$ cat src/rtl/mem_access.sv
// Load/store stage between execute and write-back: drives a req/gnt/rvalid data
// bus, aligns and extends load data, and returns one registered result per instruction.
module mem_access #(
    parameter int unsigned TIMEOUT = 255
) (
    input  logic        clk,
    input  logic        rst_n,

    input  logic        in_valid,
    output logic        in_ready,
    input  logic [31:0] alu_out,
    input  logic [31:0] rs2_data,
    input  logic        mem_read,
    input  logic        mem_write,
    input  logic [1:0]  mem_size,
    input  logic        mem_unsigned,
    input  logic [4:0]  rd_addr,
    input  logic        rd_we,

    output logic        out_valid,
    output logic [31:0] out_data,
    output logic [4:0]  out_rd_addr,
    output logic        out_rd_we,
    output logic        misaligned,
    output logic        bus_err,

    output logic        dmem_req,
    output logic        dmem_we,
    output logic [31:0] dmem_addr,
    output logic [31:0] dmem_wdata,
    output logic [3:0]  dmem_be,
    input  logic        dmem_gnt,
    input  logic        dmem_rvalid,
    input  logic [31:0] dmem_rdata
);

    typedef enum logic [1:0] {
        IDLE = 2'd0,
        REQ  = 2'd1,
        RESP = 2'd2
    } state_t;

    localparam int unsigned CW = (TIMEOUT > 1) ? $clog2(TIMEOUT + 1) : 1;
    localparam logic [CW-1:0] T_LAST = CW'(TIMEOUT - 1);
    localparam logic          T_ON   = (TIMEOUT != 0);

    state_t        state;
    logic [CW-1:0] tcnt;

    // Per-transaction context captured at accept.
    logic [1:0]    lat_off;
    logic [1:0]    lat_size;
    logic          lat_uns;
    logic          lat_load;
    logic          lat_rd_we;

    logic          is_mem;
    logic          acc_mis;
    logic [3:0]    acc_be;
    logic [31:0]   acc_wdata;
    logic [7:0]    byte_sel;
    logic [15:0]   half_sel;
    logic [31:0]   load_data;
    logic          done;
    logic          expired;

    // NOTE: in_ready is decoded straight from the state register, so it can be
    // used by upstream in the same cycle without adding a pipeline bubble.
    assign in_ready = (state == IDLE);
    assign is_mem   = mem_read | mem_write;

    // Accept-time decode of alignment, byte lanes and replicated store data.
    always_comb begin
        // NOTE: every signal gets a default first so no path can infer a latch.
        acc_mis   = 1'b0;
        acc_be    = 4'b1111;
        acc_wdata = rs2_data;
        unique case (mem_size)
            2'd0: begin
                acc_be    = 4'b0001 << alu_out[1:0];
                acc_wdata = {4{rs2_data[7:0]}};
            end
            2'd1: begin
                acc_mis   = alu_out[0];
                acc_be    = alu_out[1] ? 4'b1100 : 4'b0011;
                acc_wdata = {2{rs2_data[15:0]}};
            end
            default: begin
                acc_mis = |alu_out[1:0];
            end
        endcase
    end

    // Lane selection and sign/zero extension of the returned word.
    always_comb begin
        byte_sel  = dmem_rdata[{lat_off, 3'b000} +: 8];
        half_sel  = lat_off[1] ? dmem_rdata[31:16] : dmem_rdata[15:0];
        load_data = dmem_rdata;
        unique case (lat_size)
            2'd0:    load_data = {{24{~lat_uns & byte_sel[7]}}, byte_sel};
            2'd1:    load_data = {{16{~lat_uns & half_sel[15]}}, half_sel};
            default: load_data = dmem_rdata;
        endcase
    end

    // A response in REQ only counts together with its grant.
    assign done    = ((state == REQ) && dmem_gnt && dmem_rvalid) ||
                     ((state == RESP) && dmem_rvalid);
    assign expired = T_ON && (tcnt == T_LAST);

    // NOTE: all state below uses non-blocking assignments so every register
    // samples the pre-edge values regardless of statement order.
    always_ff @(posedge clk or negedge rst_n) begin
        if (!rst_n) begin
            state       <= IDLE;
            tcnt        <= '0;
            lat_off     <= 2'd0;
            lat_size    <= 2'd0;
            lat_uns     <= 1'b0;
            lat_load    <= 1'b0;
            lat_rd_we   <= 1'b0;
            out_valid   <= 1'b0;
            out_data    <= 32'd0;
            out_rd_addr <= 5'd0;
            out_rd_we   <= 1'b0;
            misaligned  <= 1'b0;
            bus_err     <= 1'b0;
            dmem_req    <= 1'b0;
            dmem_we     <= 1'b0;
            dmem_addr   <= 32'd0;
            dmem_wdata  <= 32'd0;
            dmem_be     <= 4'd0;
        end else begin
            // Write-back outputs are single-cycle pulses unless refreshed below.
            out_valid  <= 1'b0;
            out_rd_we  <= 1'b0;
            misaligned <= 1'b0;
            bus_err    <= 1'b0;

            unique case (state)
                IDLE: begin
                    if (in_valid) begin
                        out_rd_addr <= rd_addr;
                        if (!is_mem) begin
                            out_valid <= 1'b1;
                            out_data  <= alu_out;
                            out_rd_we <= rd_we;
                        end else if (acc_mis) begin
                            out_valid  <= 1'b1;
                            misaligned <= 1'b1;
                            out_data   <= alu_out;
                        end else begin
                            state      <= REQ;
                            tcnt       <= '0;
                            dmem_req   <= 1'b1;
                            dmem_we    <= mem_write;
                            dmem_addr  <= {alu_out[31:2], 2'b00};
                            dmem_be    <= acc_be;
                            dmem_wdata <= acc_wdata;
                            lat_off    <= alu_out[1:0];
                            lat_size   <= mem_size;
                            lat_uns    <= mem_unsigned;
                            lat_load   <= mem_read;
                            lat_rd_we  <= mem_read & rd_we;
                        end
                    end
                end

                REQ, RESP: begin
                    if (done) begin
                        state     <= IDLE;
                        dmem_req  <= 1'b0;
                        out_valid <= 1'b1;
                        out_data  <= lat_load ? load_data : 32'd0;
                        out_rd_we <= lat_rd_we;
                    end else if ((state == REQ) && dmem_gnt) begin
                        state    <= RESP;
                        dmem_req <= 1'b0;
                        tcnt     <= '0;
                    end else if (expired) begin
                        state     <= IDLE;
                        dmem_req  <= 1'b0;
                        out_valid <= 1'b1;
                        bus_err   <= 1'b1;
                        out_data  <= 32'd0;
                    end else begin
                        tcnt <= tcnt + CW'(1);
                    end
                end

                default: begin
                    state    <= IDLE;
                    dmem_req <= 1'b0;
                end
            endcase
        end
    end

endmodule

$ cat config.mk
export PLATFORM = sky130hd
export DESIGN_NAME = mem_access
export DESIGN_NICKNAME = d
export VERILOG_FILES = /design/src/rtl/mem_access.sv
export SDC_FILE = /design/constraint.sdc
export NUM_CORES = 1
export LEC_CHECK = 0
export CAP_MARGIN = 5
export CORE_MARGIN = 8
export CORE_UTILIZATION = 40
export DETAILED_ROUTE_END_ITERATION = 6
export PLACE_DENSITY_LB_ADDON = 0.08
export SLEW_MARGIN = 40
export SYNTH_ARGS = -nofsm -noshare
export SYNTH_HDL_FRONTEND = slang
export SYNTH_SLANG_ARGS = --single-unit
$ cat constraint.sdc
create_clock -name clk -period 2.2 [get_ports clk]
set_clock_uncertainty 0.15 [all_clocks]
set_input_delay 0.22 -clock clk [delete_from_list [all_inputs] [get_ports clk]]
set_output_delay 0.22 -clock clk [all_outputs]
set_load 0.01 [all_outputs]
==> metrics.txt, run 1 <==
# TYPE chip_impl_metric gauge
chip_impl_info{name="slowest_stage_cell_on_the_critical_path",value="sky130_fd_sc_hd__dfrtp_2"} 1
chip_impl_info{name="status",value="completed"} 1
chip_impl_metric{name="cell_internal_pwr",unit="mW"} 8.11
chip_impl_metric{name="die-height",unit="µm"} 138
chip_impl_metric{name="routabilityCongestion",unit=""} 0.876
chip_impl_metric{name="initial_utilization",unit=""} 0.411
chip_impl_metric{name="fin_area",unit="mm²"} 0.00935
chip_impl_metric{name="syn_inst",unit=""} 664
chip_impl_metric{name="nFillCells",unit=""} 1219
chip_impl_metric{name="grt_util_all_layers",unit=""} 0.217
chip_impl_metric{name="worstPathArrival",unit="ns"} 2.30
chip_impl_metric{name="cell_area_power_density",unit="mW/mm²"} 1350
chip_impl_metric{name="synth_async_sr_flop_share",unit=""} 1.00
chip_impl_metric{name="die_w",unit="µm"} 138
chip_impl_metric{name="clock_insertion_delay_worst_skew",unit="ns"} 0.42
chip_impl_metric{name="final.min_clock_period",unit="ns"} 2.16
chip_impl_metric{name="worst_ir_drop_vdd",unit="µV"} 620
chip_impl_metric{name="placement.io_buffers",unit=""} 221
chip_impl_metric{name="detail_route.iter0.violations",unit=""} 369
chip_impl_metric{name="floorplan.die_area",unit="mm²"} 0.0191
chip_impl_metric{name="grt_overflow",unit=""} 0
chip_impl_metric{name="final_report_hold_violation_count",unit=""} 0
chip_impl_metric{name="grt.met3_usage",unit=""} 0.0630
chip_impl_metric{name="switching_share",unit=""} 0.360
chip_impl_metric{name="report.final.slew_viol_count",unit=""} 0
chip_impl_metric{name="dpl_worst_slack",unit="ns"} -0.356
chip_impl_metric{name="number_of_antenna_violations_at_the_first_check_in_global_routing",unit=""} 0
chip_impl_metric{name="ys_types",unit=""} 44
chip_impl_info{name="cts_tree",value="done"} 1
chip_impl_metric{name="fin_hold_ws",unit="ns"} 0.118
chip_impl_metric{name="ctsHtreeMaxLevel",unit=""} 4
chip_impl_metric{name="numCtsBuffers",unit=""} 17
chip_impl_metric{name="detailedRoute.firstPassIterationCount",unit=""} 5
chip_impl_metric{name="diodes",unit=""} 0
chip_impl_metric{name="stage_delay_of_the_slowest_cell_on_the_critical_path",unit="ns"} 0.46
chip_impl_metric{name="layout.cells.non_filler",unit=""} 1107
chip_impl_metric{name="cp.buffers_inverters",unit=""} 3
chip_impl_info{name="cts_root_buf",value="sky130_fd_sc_hd__clkbuf_16"} 1
chip_impl_metric{name="globalRouteMet2Util",unit=""} 0.361
chip_impl_metric{name="synthesis.area",unit="mm²"} 0.00599
chip_impl_metric{name="detailedPlacementHpwl",unit="mm"} 15.7
chip_impl_metric{name="total_switching_power",unit="mW"} 4.56
chip_impl_metric{name="clockBufferDepth",unit=""} 2
chip_impl_metric{name="layout_worst_path_cycle_share",unit=""} 0.980
chip_impl_metric{name="ant_nets",unit=""} 0
chip_impl_info{name="gr-max-usage-layer",value="met2"} 1
chip_impl_info{name="critical_path.endpoint_type",value="flop"} 1
chip_impl_metric{name="layout-drive-gt1-share",unit=""} 0.112
chip_impl_metric{name="grt.met1_usage",unit=""} 0.265
chip_impl_metric{name="area_growth_syn_to_layout",unit="%"} 56.1
chip_impl_metric{name="detail_route.drc_violations",unit=""} 0
chip_impl_metric{name="total_power",unit="mW"} 12.7
chip_impl_info{name="worstHoldPathType",value="input pin to asynchronous set/reset pin"} 1
chip_impl_metric{name="timing.max_slew.rel_slack",unit=""} 0.613
chip_impl_metric{name="setup_viol",unit=""} 0
chip_impl_metric{name="worstMarginPinSlew",unit="ns"} 0.579
chip_impl_metric{name="dpl-instance-area",unit="mm²"} 0.00864
chip_impl_metric{name="first_global_vias",unit=""} 5976
chip_impl_metric{name="wl_per_cell",unit="µm"} 19.6
chip_impl_metric{name="finish.utilization",unit=""} 0.641
chip_impl_metric{name="global_route_wire_length_before_repair",unit="mm"} 33.4
chip_impl_metric{name="total_leakage_power",unit="nW"} 4.14
chip_impl_metric{name="area.sequential",unit="mm²"} 0.00313
chip_impl_metric{name="postRouteWirelength",unit="mm"} 21.7
chip_impl_metric{name="ys_warn_count",unit=""} 0
chip_impl_metric{name="cts.reportedPaths.clkPinSlew",unit="ns"} 0.05
chip_impl_metric{name="ys_seq_elements",unit=""} 125
chip_impl_info{name="critical_setup_path_kind",value="flop to flop"} 1
chip_impl_metric{name="comb_power_share",unit=""} 0.478
chip_impl_info{name="ys_dominant_reg_cell",value="sky130_fd_sc_hd__dfrtp_1"} 1
chip_impl_metric{name="achievable-frequency",unit="MHz"} 464
chip_impl_metric{name="via_per_inst",unit=""} 5.34
chip_impl_metric{name="cp.required",unit="ns"} 2.34
chip_impl_metric{name="multi_input_area",unit="mm²"} 0.00274
chip_impl_metric{name="synth_enable_flop_cells",unit=""} 0
chip_impl_metric{name="fp.coreArea",unit="mm²"} 0.0146
chip_impl_metric{name="seqPwrFrac",unit=""} 0.318
chip_impl_metric{name="clock_sink_count",unit=""} 125
chip_impl_info{name="worstPathCellList",value="inv_4, ha_4, clkinv_2, a21oi_1, a2111o_1, buf_4, o21ai_0, o41ai_2"} 1
chip_impl_metric{name="fin_setup_tns",unit="ns"} 0
chip_impl_metric{name="post-route-worst-setup-slack",unit="ns"} 0.0445
chip_impl_metric{name="post-place-cells",unit=""} 1064
chip_impl_info{name="critPathTopFamily",value="compound AO/OA/AOI/OAI gates"} 1
chip_impl_info{name="rsz_0062_raised_after_global_routing",value="yes"} 1
chip_impl_metric{name="synth_sequential_area_ratio",unit=""} 0.522
chip_impl_metric{name="drv_cap",unit=""} 0
chip_impl_metric{name="timing.critical_path.fanout_max",unit=""} 5
chip_impl_metric{name="number_of_core_rows",unit=""} 44
chip_impl_metric{name="synthesis.area_per_instance",unit="µm²"} 9.02
chip_impl_metric{name="via_count",unit=""} 5907
chip_impl_metric{name="grt_start_max_net_pins",unit=""} 65
chip_impl_metric{name="num-nets-final",unit=""} 1029
chip_impl_metric{name="share_clk_of_total_power",unit=""} 0.204
chip_impl_info{name="cp-start-kind",value="flop"} 1
chip_impl_metric{name="io_pins",unit=""} 224
-- path summary, 6_finish.rpt --
| check | to | cells past startpoint | slack (ns) | start |
|---|---|---|---|---|
| worst max register to register | tcnt[6]$_DFFE_PN0P_ | 8 | 0.04 | dmem_req$_DFFE_PN0P_ |
| worst min-delay path | dmem_addr[4]$_DFFE_PN0P_ | 2 | 0.12 | rst_n |
| max in group asynchronous | out_data[1]$_DFFE_PN0P_ | 3 | 1.18 | rst_n |
| worst max-delay path | tcnt[6]$_DFFE_PN0P_ | 8 | 0.04 | dmem_req$_DFFE_PN0P_ |
| worst min register to register | dmem_addr[3]$_DFFE_PN0P_ | 2 | 0.32 | dmem_addr[3]$_DFFE_PN0P_ |
| min in group clk | lat_uns$_DFFE_PN0P_ | 3 | 0.21 | mem_unsigned |
-- registers in the layout, summed over array words and instances, names as in the netlist, 2 cells and up --
register     count
dmem_wdata      32
out_data        32
dmem_addr       30
tcnt             8
out_rd_addr      5
dmem_be          4
lat_off          2
lat_size         2
-- final cells by class --
type,instances,share of cell area
Clock inverter,9,0.00749
Clock buffer,22,0.0496
Timing Repair Buffer,268,0.287
Inverter,10,0.00441
Tap cell,184,0.0246
Sequential cell,125,0.335
Multi-Input combinational cell,489,0.293
-- power by group through the flow --
stage          Combinational (mW)  Clock [mW]  Sequential, mW
2_1_floorplan                2.18           0            4.42
5_1_grt                      6.57        2.72            4.15
3_5_place_dp                 5.75           0            4.04
3_3_place_gp                 5.65           0            3.98
6_report                     6.06        2.58            4.02
4_1_cts                      5.83        2.62            4.02
-- Yosys cell counts, types with 4 or more instances --
| library cell | number | share of area |
|---|---|---|
| sky130_fd_sc_hd__nand2_1 | 188 | 0.12 |
| sky130_fd_sc_hd__dfrtp_1 | 125 | 0.52 |
| sky130_fd_sc_hd__o21ai_0 | 56 | 0.047 |
| sky130_fd_sc_hd__nor2_1 | 55 | 0.034 |
| sky130_fd_sc_hd__a21oi_1 | 34 | 0.028 |
| sky130_fd_sc_hd__mux2i_1 | 32 | 0.053 |
| sky130_fd_sc_hd__clkbuf_1 | 27 | 0.017 |
| sky130_fd_sc_hd__a31oi_1 | 26 | 0.027 |
| sky130_fd_sc_hd__a22oi_1 | 17 | 0.021 |
| sky130_fd_sc_hd__o221ai_1 | 9 | 0.013 |
| sky130_fd_sc_hd__or3_1 | 9 | 0.0094 |
| sky130_fd_sc_hd__a2bb2oi_1 | 8 | 0.012 |
| sky130_fd_sc_hd__inv_1 | 8 | 0.0050 |
| sky130_fd_sc_hd__buf_2 | 7 | 0.0058 |
| sky130_fd_sc_hd__ha_1 | 6 | 0.013 |
| sky130_fd_sc_hd__mux2_2 | 6 | 0.011 |
| sky130_fd_sc_hd__buf_4 | 4 | 0.0050 |
| sky130_fd_sc_hd__nand2b_1 | 4 | 0.0042 |
| sky130_fd_sc_hd__nand3_1 | 4 | 0.0033 |
| sky130_fd_sc_hd__nor3_1 | 4 | 0.0033 |
| sky130_fd_sc_hd__o31ai_1 | 4 | 0.0050 |
-- layer usage --
layer	part of all wire	vias to the layer above	wire [µm]
li1	-	2797	-
met1	0.43	2859	9240
met2	0.50	225	10800
met3	0.064	26	1390
met4	0.015	0	321
met5	0	-	0
-- cells in the final DEF, fill, tap and decap left out, types with 18 or more instances in the layout --
| cell type | instances |
|---|---|
| sky130_fd_sc_hd__mux2i_1 | 32 |
| sky130_fd_sc_hd__o21ai_0 | 55 |
| sky130_fd_sc_hd__a31oi_1 | 26 |
| sky130_fd_sc_hd__a21oi_1 | 33 |
| sky130_fd_sc_hd__clkdlybuf4s50_1 | 220 |
| sky130_fd_sc_hd__nand2_1 | 188 |
| sky130_fd_sc_hd__buf_4 | 35 |
| sky130_fd_sc_hd__dfrtp_1 | 123 |
| sky130_fd_sc_hd__clkbuf_16 | 18 |
| sky130_fd_sc_hd__nor2_1 | 53 |
-- what timing repair did --
action,in CTS,in global routing
pin swaps,1,5
gates cloned,0,3
endpoints found under the setup margin,8,36
buffers inserted,3,5
gates resized for setup,3,17
endpoints found under the hold margin,125,0
hold buffers,1,0
-- cell families after synthesis --
kind of cell               synth area share
muxes                                0.0685
buffers and inverters                0.0359
and+or+nand+nor                       0.185
adders and majority gates            0.0125
other                              0.000626
DFF                                   0.522
AOI/OAI and AO/OA                     0.175
(Power assumes the default switching activity.)
==> run 2: changes to the inputs <==
--- a/config.mk
+++ b/config.mk
@@ -7,7 +7,7 @@
 export LEC_CHECK = 0
 export CAP_MARGIN = 5
 export CORE_MARGIN = 8
-export CORE_UTILIZATION = 40
+export CORE_UTILIZATION = 48
 export DETAILED_ROUTE_END_ITERATION = 6
 export PLACE_DENSITY_LB_ADDON = 0.08
 export SLEW_MARGIN = 40
==> constraint.sdc (replaced) <==
create_clock -name clk -period 2.6 [get_ports clk]
set_clock_uncertainty 0.15 [all_clocks]
set_input_delay 0.26 -clock clk [delete_from_list [all_inputs] [get_ports clk]]
set_output_delay 0.26 -clock clk [all_outputs]
set_load 0.01 [all_outputs]
==> run 2 against run 1 <==
Net effect: critical path depth shrank 1; combinational power shrank 21%; register-to-register slack gained 0.12 ns; sequential cell count unchanged; global-route usage increased by 2.7 points; via count shrank 0.34%; core utilization rose by 9.4 points.
==> metrics.txt, run 2 (synthesis gave the netlist of run 1 again) <==
# TYPE chip_impl_metric gauge
chip_impl_metric{name="via_count",unit=""} 5887
chip_impl_metric{name="grt_util_all_layers",unit=""} 0.244
chip_impl_metric{name="total_leakage_power",unit="nW"} 4.03
chip_impl_metric{name="number_of_antenna_violations_at_the_first_check_in_global_routing",unit=""} 0
chip_impl_metric{name="floorplan.die_area",unit="mm²"} 0.0163
chip_impl_metric{name="wl_met2",unit="mm"} 9.61
chip_impl_metric{name="global_route_wire_length_before_repair",unit="mm"} 31.2
chip_impl_metric{name="final.min_clock_period",unit="ns"} 2.44
chip_impl_metric{name="cts_setup_buffers",unit=""} 0
chip_impl_metric{name="worstMarginPinSlew",unit="ns"} 0.618
chip_impl_info{name="reg.largest.list",value="dmem_wdata x32, out_data x32, dmem_addr x30"} 1
chip_impl_info{name="critical_path.endpoint_type",value="flop"} 1
chip_impl_metric{name="placement.io_buffers",unit=""} 221
chip_impl_metric{name="io_pins",unit=""} 224
chip_impl_metric{name="routedLengthMet1",unit="mm"} 7.70
chip_impl_metric{name="grt_start_max_net_pins",unit=""} 65
chip_impl_metric{name="report.final.slew_viol_count",unit=""} 0
chip_impl_metric{name="detail_route.drc_violations",unit=""} 0
chip_impl_metric{name="dpl_worst_slack",unit="ns"} -0.0481
chip_impl_metric{name="number_of_core_rows",unit=""} 41
chip_impl_metric{name="setup_viol",unit=""} 0
chip_impl_metric{name="post-route-worst-setup-slack",unit="ns"} 0.162
chip_impl_metric{name="grt_overflow",unit=""} 0
chip_impl_metric{name="final_report_hold_violation_count",unit=""} 0
chip_impl_metric{name="postRouteWirelength",unit="mm"} 19.7
chip_impl_metric{name="cts.reportedPaths.clkPinSlew",unit="ns"} 0.05
chip_impl_metric{name="fin_area",unit="mm²"} 0.00912
chip_impl_metric{name="ctsHtreeMaxLevel",unit=""} 4
chip_impl_metric{name="ant_nets",unit=""} 0
chip_impl_metric{name="clock_insertion_delay_worst_skew",unit="ns"} 0.41
chip_impl_metric{name="layout-drive-gt1-share",unit=""} 0.0742
chip_impl_metric{name="area.sequential",unit="mm²"} 0.00313
chip_impl_metric{name="layout_worst_path_cycle_share",unit=""} 0.938
chip_impl_info{name="worstHoldPathType",value="input pin to asynchronous set/reset pin"} 1
chip_impl_metric{name="detailroute.wirelength.met3",unit="mm"} 1.84
chip_impl_metric{name="clockBufferDepth",unit=""} 2
chip_impl_info{name="top_layer",value="met4"} 1
chip_impl_metric{name="die-height",unit="µm"} 128
chip_impl_metric{name="detail_route.iter0.violations",unit=""} 521
chip_impl_metric{name="via_per_inst",unit=""} 5.48
chip_impl_metric{name="first_global_vias",unit=""} 6052
chip_impl_info{name="mostFrequentLayoutCell",value="sky130_fd_sc_hd__clkdlybuf4s50_1"} 1
chip_impl_metric{name="achievable-frequency",unit="MHz"} 410
chip_impl_metric{name="drv_cap",unit=""} 0
chip_impl_metric{name="num-nets-final",unit=""} 1008
chip_impl_metric{name="detailedPlacementHpwl",unit="mm"} 14.9
chip_impl_metric{name="cp.required",unit="ns"} 2.77
chip_impl_info{name="cts_tree",value="done"} 1
chip_impl_metric{name="worstPathArrival",unit="ns"} 2.60
chip_impl_info{name="cts_root_buf",value="sky130_fd_sc_hd__clkbuf_16"} 1
chip_impl_metric{name="routabilityCongestion",unit=""} 0.949
chip_impl_metric{name="timing.reg2reg.setup_slack",unit="ns"} 0.16
chip_impl_info{name="critical_setup_path_kind",value="flop to flop"} 1
chip_impl_metric{name="nFillCells",unit=""} 942
chip_impl_metric{name="detailedRoute.firstPassIterationCount",unit=""} 5
chip_impl_metric{name="wl_per_cell",unit="µm"} 18.4
chip_impl_info{name="cp-start-kind",value="flop"} 1
chip_impl_metric{name="area_growth_syn_to_layout",unit="%"} 52.3
chip_impl_metric{name="timing.critical_path.fanout_max",unit=""} 6
chip_impl_metric{name="timing.max_slew.rel_slack",unit=""} 0.587
chip_impl_metric{name="diodes",unit=""} 0
chip_impl_info{name="rsz_0062_raised_after_global_routing",value="no"} 1
chip_impl_metric{name="multi_input_area",unit="mm²"} 0.00267
chip_impl_metric{name="clock_sink_count",unit=""} 125
chip_impl_metric{name="dpl-instance-area",unit="mm²"} 0.00851
chip_impl_info{name="most_frequent_cells_in_the_layout",value="sky130_fd_sc_hd__clkdlybuf4s50_1 (220), sky130_fd_sc_hd__nand2_1 (188), sky130_fd_sc_hd__dfrtp_1 (124), sky130_fd_sc_hd__o21ai_0 (56), sky130_fd_sc_hd__nor2_1 (53)"} 1
chip_impl_metric{name="initial_utilization",unit=""} 0.483
chip_impl_info{name="status",value="completed"} 1
chip_impl_metric{name="numCtsBuffers",unit=""} 17
chip_impl_metric{name="die_w",unit="µm"} 128
chip_impl_metric{name="fp.coreArea",unit="mm²"} 0.0124
chip_impl_metric{name="cell_area_power_density",unit="mW/mm²"} 1160
chip_impl_metric{name="worst_ir_drop_vdd",unit="µV"} 630
==> run 2: layout make-up <==
cell class,count,area share
multi-input combinational,489,0.293
clock buffer,25,0.0532
inverter,10,0.00411
tap,172,0.0236
clock inverter,7,0.0121
timing repair buffer,247,0.271
sequential,125,0.343
==> run 2: per-layer routing <==
metal | vias to the layer above | global-route usage
met5 | - | 0
met4 | 0 | 0.103
met3 | 43 | 0.0957
met2 | 251 | 0.404
met1 | 2834 | 0.275
li1 | 2759 | -
==> run 2: through the flow <==
stage / power, mW / hold WS (ns) / instances / utilization / setup TNS [ns]
4_1_cts: 10.7 / 0.199 / 1075 / 0.734 / 0
2_1_floorplan: 5.56 / -0.186 / 665 / - / 0
3_5_place_dp: 8.22 / 0.0611 / 1042 / 0.686 / -0.0772
6_report: 10.6 / 0.190 / 1075 / 0.735 / 0
3_3_place_gp: 8.06 / 0.0538 / 1042 / 0.685 / 0
5_1_grt: 11.2 / 0.237 / 1075 / 0.735 / 0
==> run 2: critical path, cell delays in order (launching register included) <==
cell	delay [ns]
sky130_fd_sc_hd__dfrtp_2	0.42
sky130_fd_sc_hd__inv_1	0.08
sky130_fd_sc_hd__ha_1	0.36
sky130_fd_sc_hd__clkinv_1	0.14
sky130_fd_sc_hd__a21oi_1	0.09
sky130_fd_sc_hd__a2111o_1	0.47
sky130_fd_sc_hd__or3_1	0.43
sky130_fd_sc_hd__o31ai_1	0.21
==> run 2: path summary, 6_finish.rpt <==
check / startpoint / endpoint / depth (start not counted)
min in group clk: mem_unsigned / lat_uns$_DFFE_PN0P_ / 3
hold / removal: rst_n / dmem_addr[10]$_DFFE_PN0P_ / 2
hold reg to reg: dmem_addr[22]$_DFFE_PN0P_ / dmem_addr[22]$_DFFE_PN0P_ / 2
setup reg to reg: dmem_req$_DFFE_PN0P_ / tcnt[5]$_DFFE_PN0P_ / 7
max in group asynchronous: rst_n / dmem_req$_DFFE_PN0P_ / 3
setup / recovery: dmem_req$_DFFE_PN0P_ / tcnt[5]$_DFFE_PN0P_ / 7
==> run 2: timing repair <==
action | in CTS | in global routing
hold buffers | 1 | 0
endpoints found under the setup margin | 0 | 3
gates resized for setup | 0 | 1
hold endpoints to repair | 42 | 0
==> run 2: report_power, final <==
group | switching [mW] | internal (mW)
clock network | 0.812 | 1.58
registers | 0.551 | 2.86
logic | 2.33 | 2.46
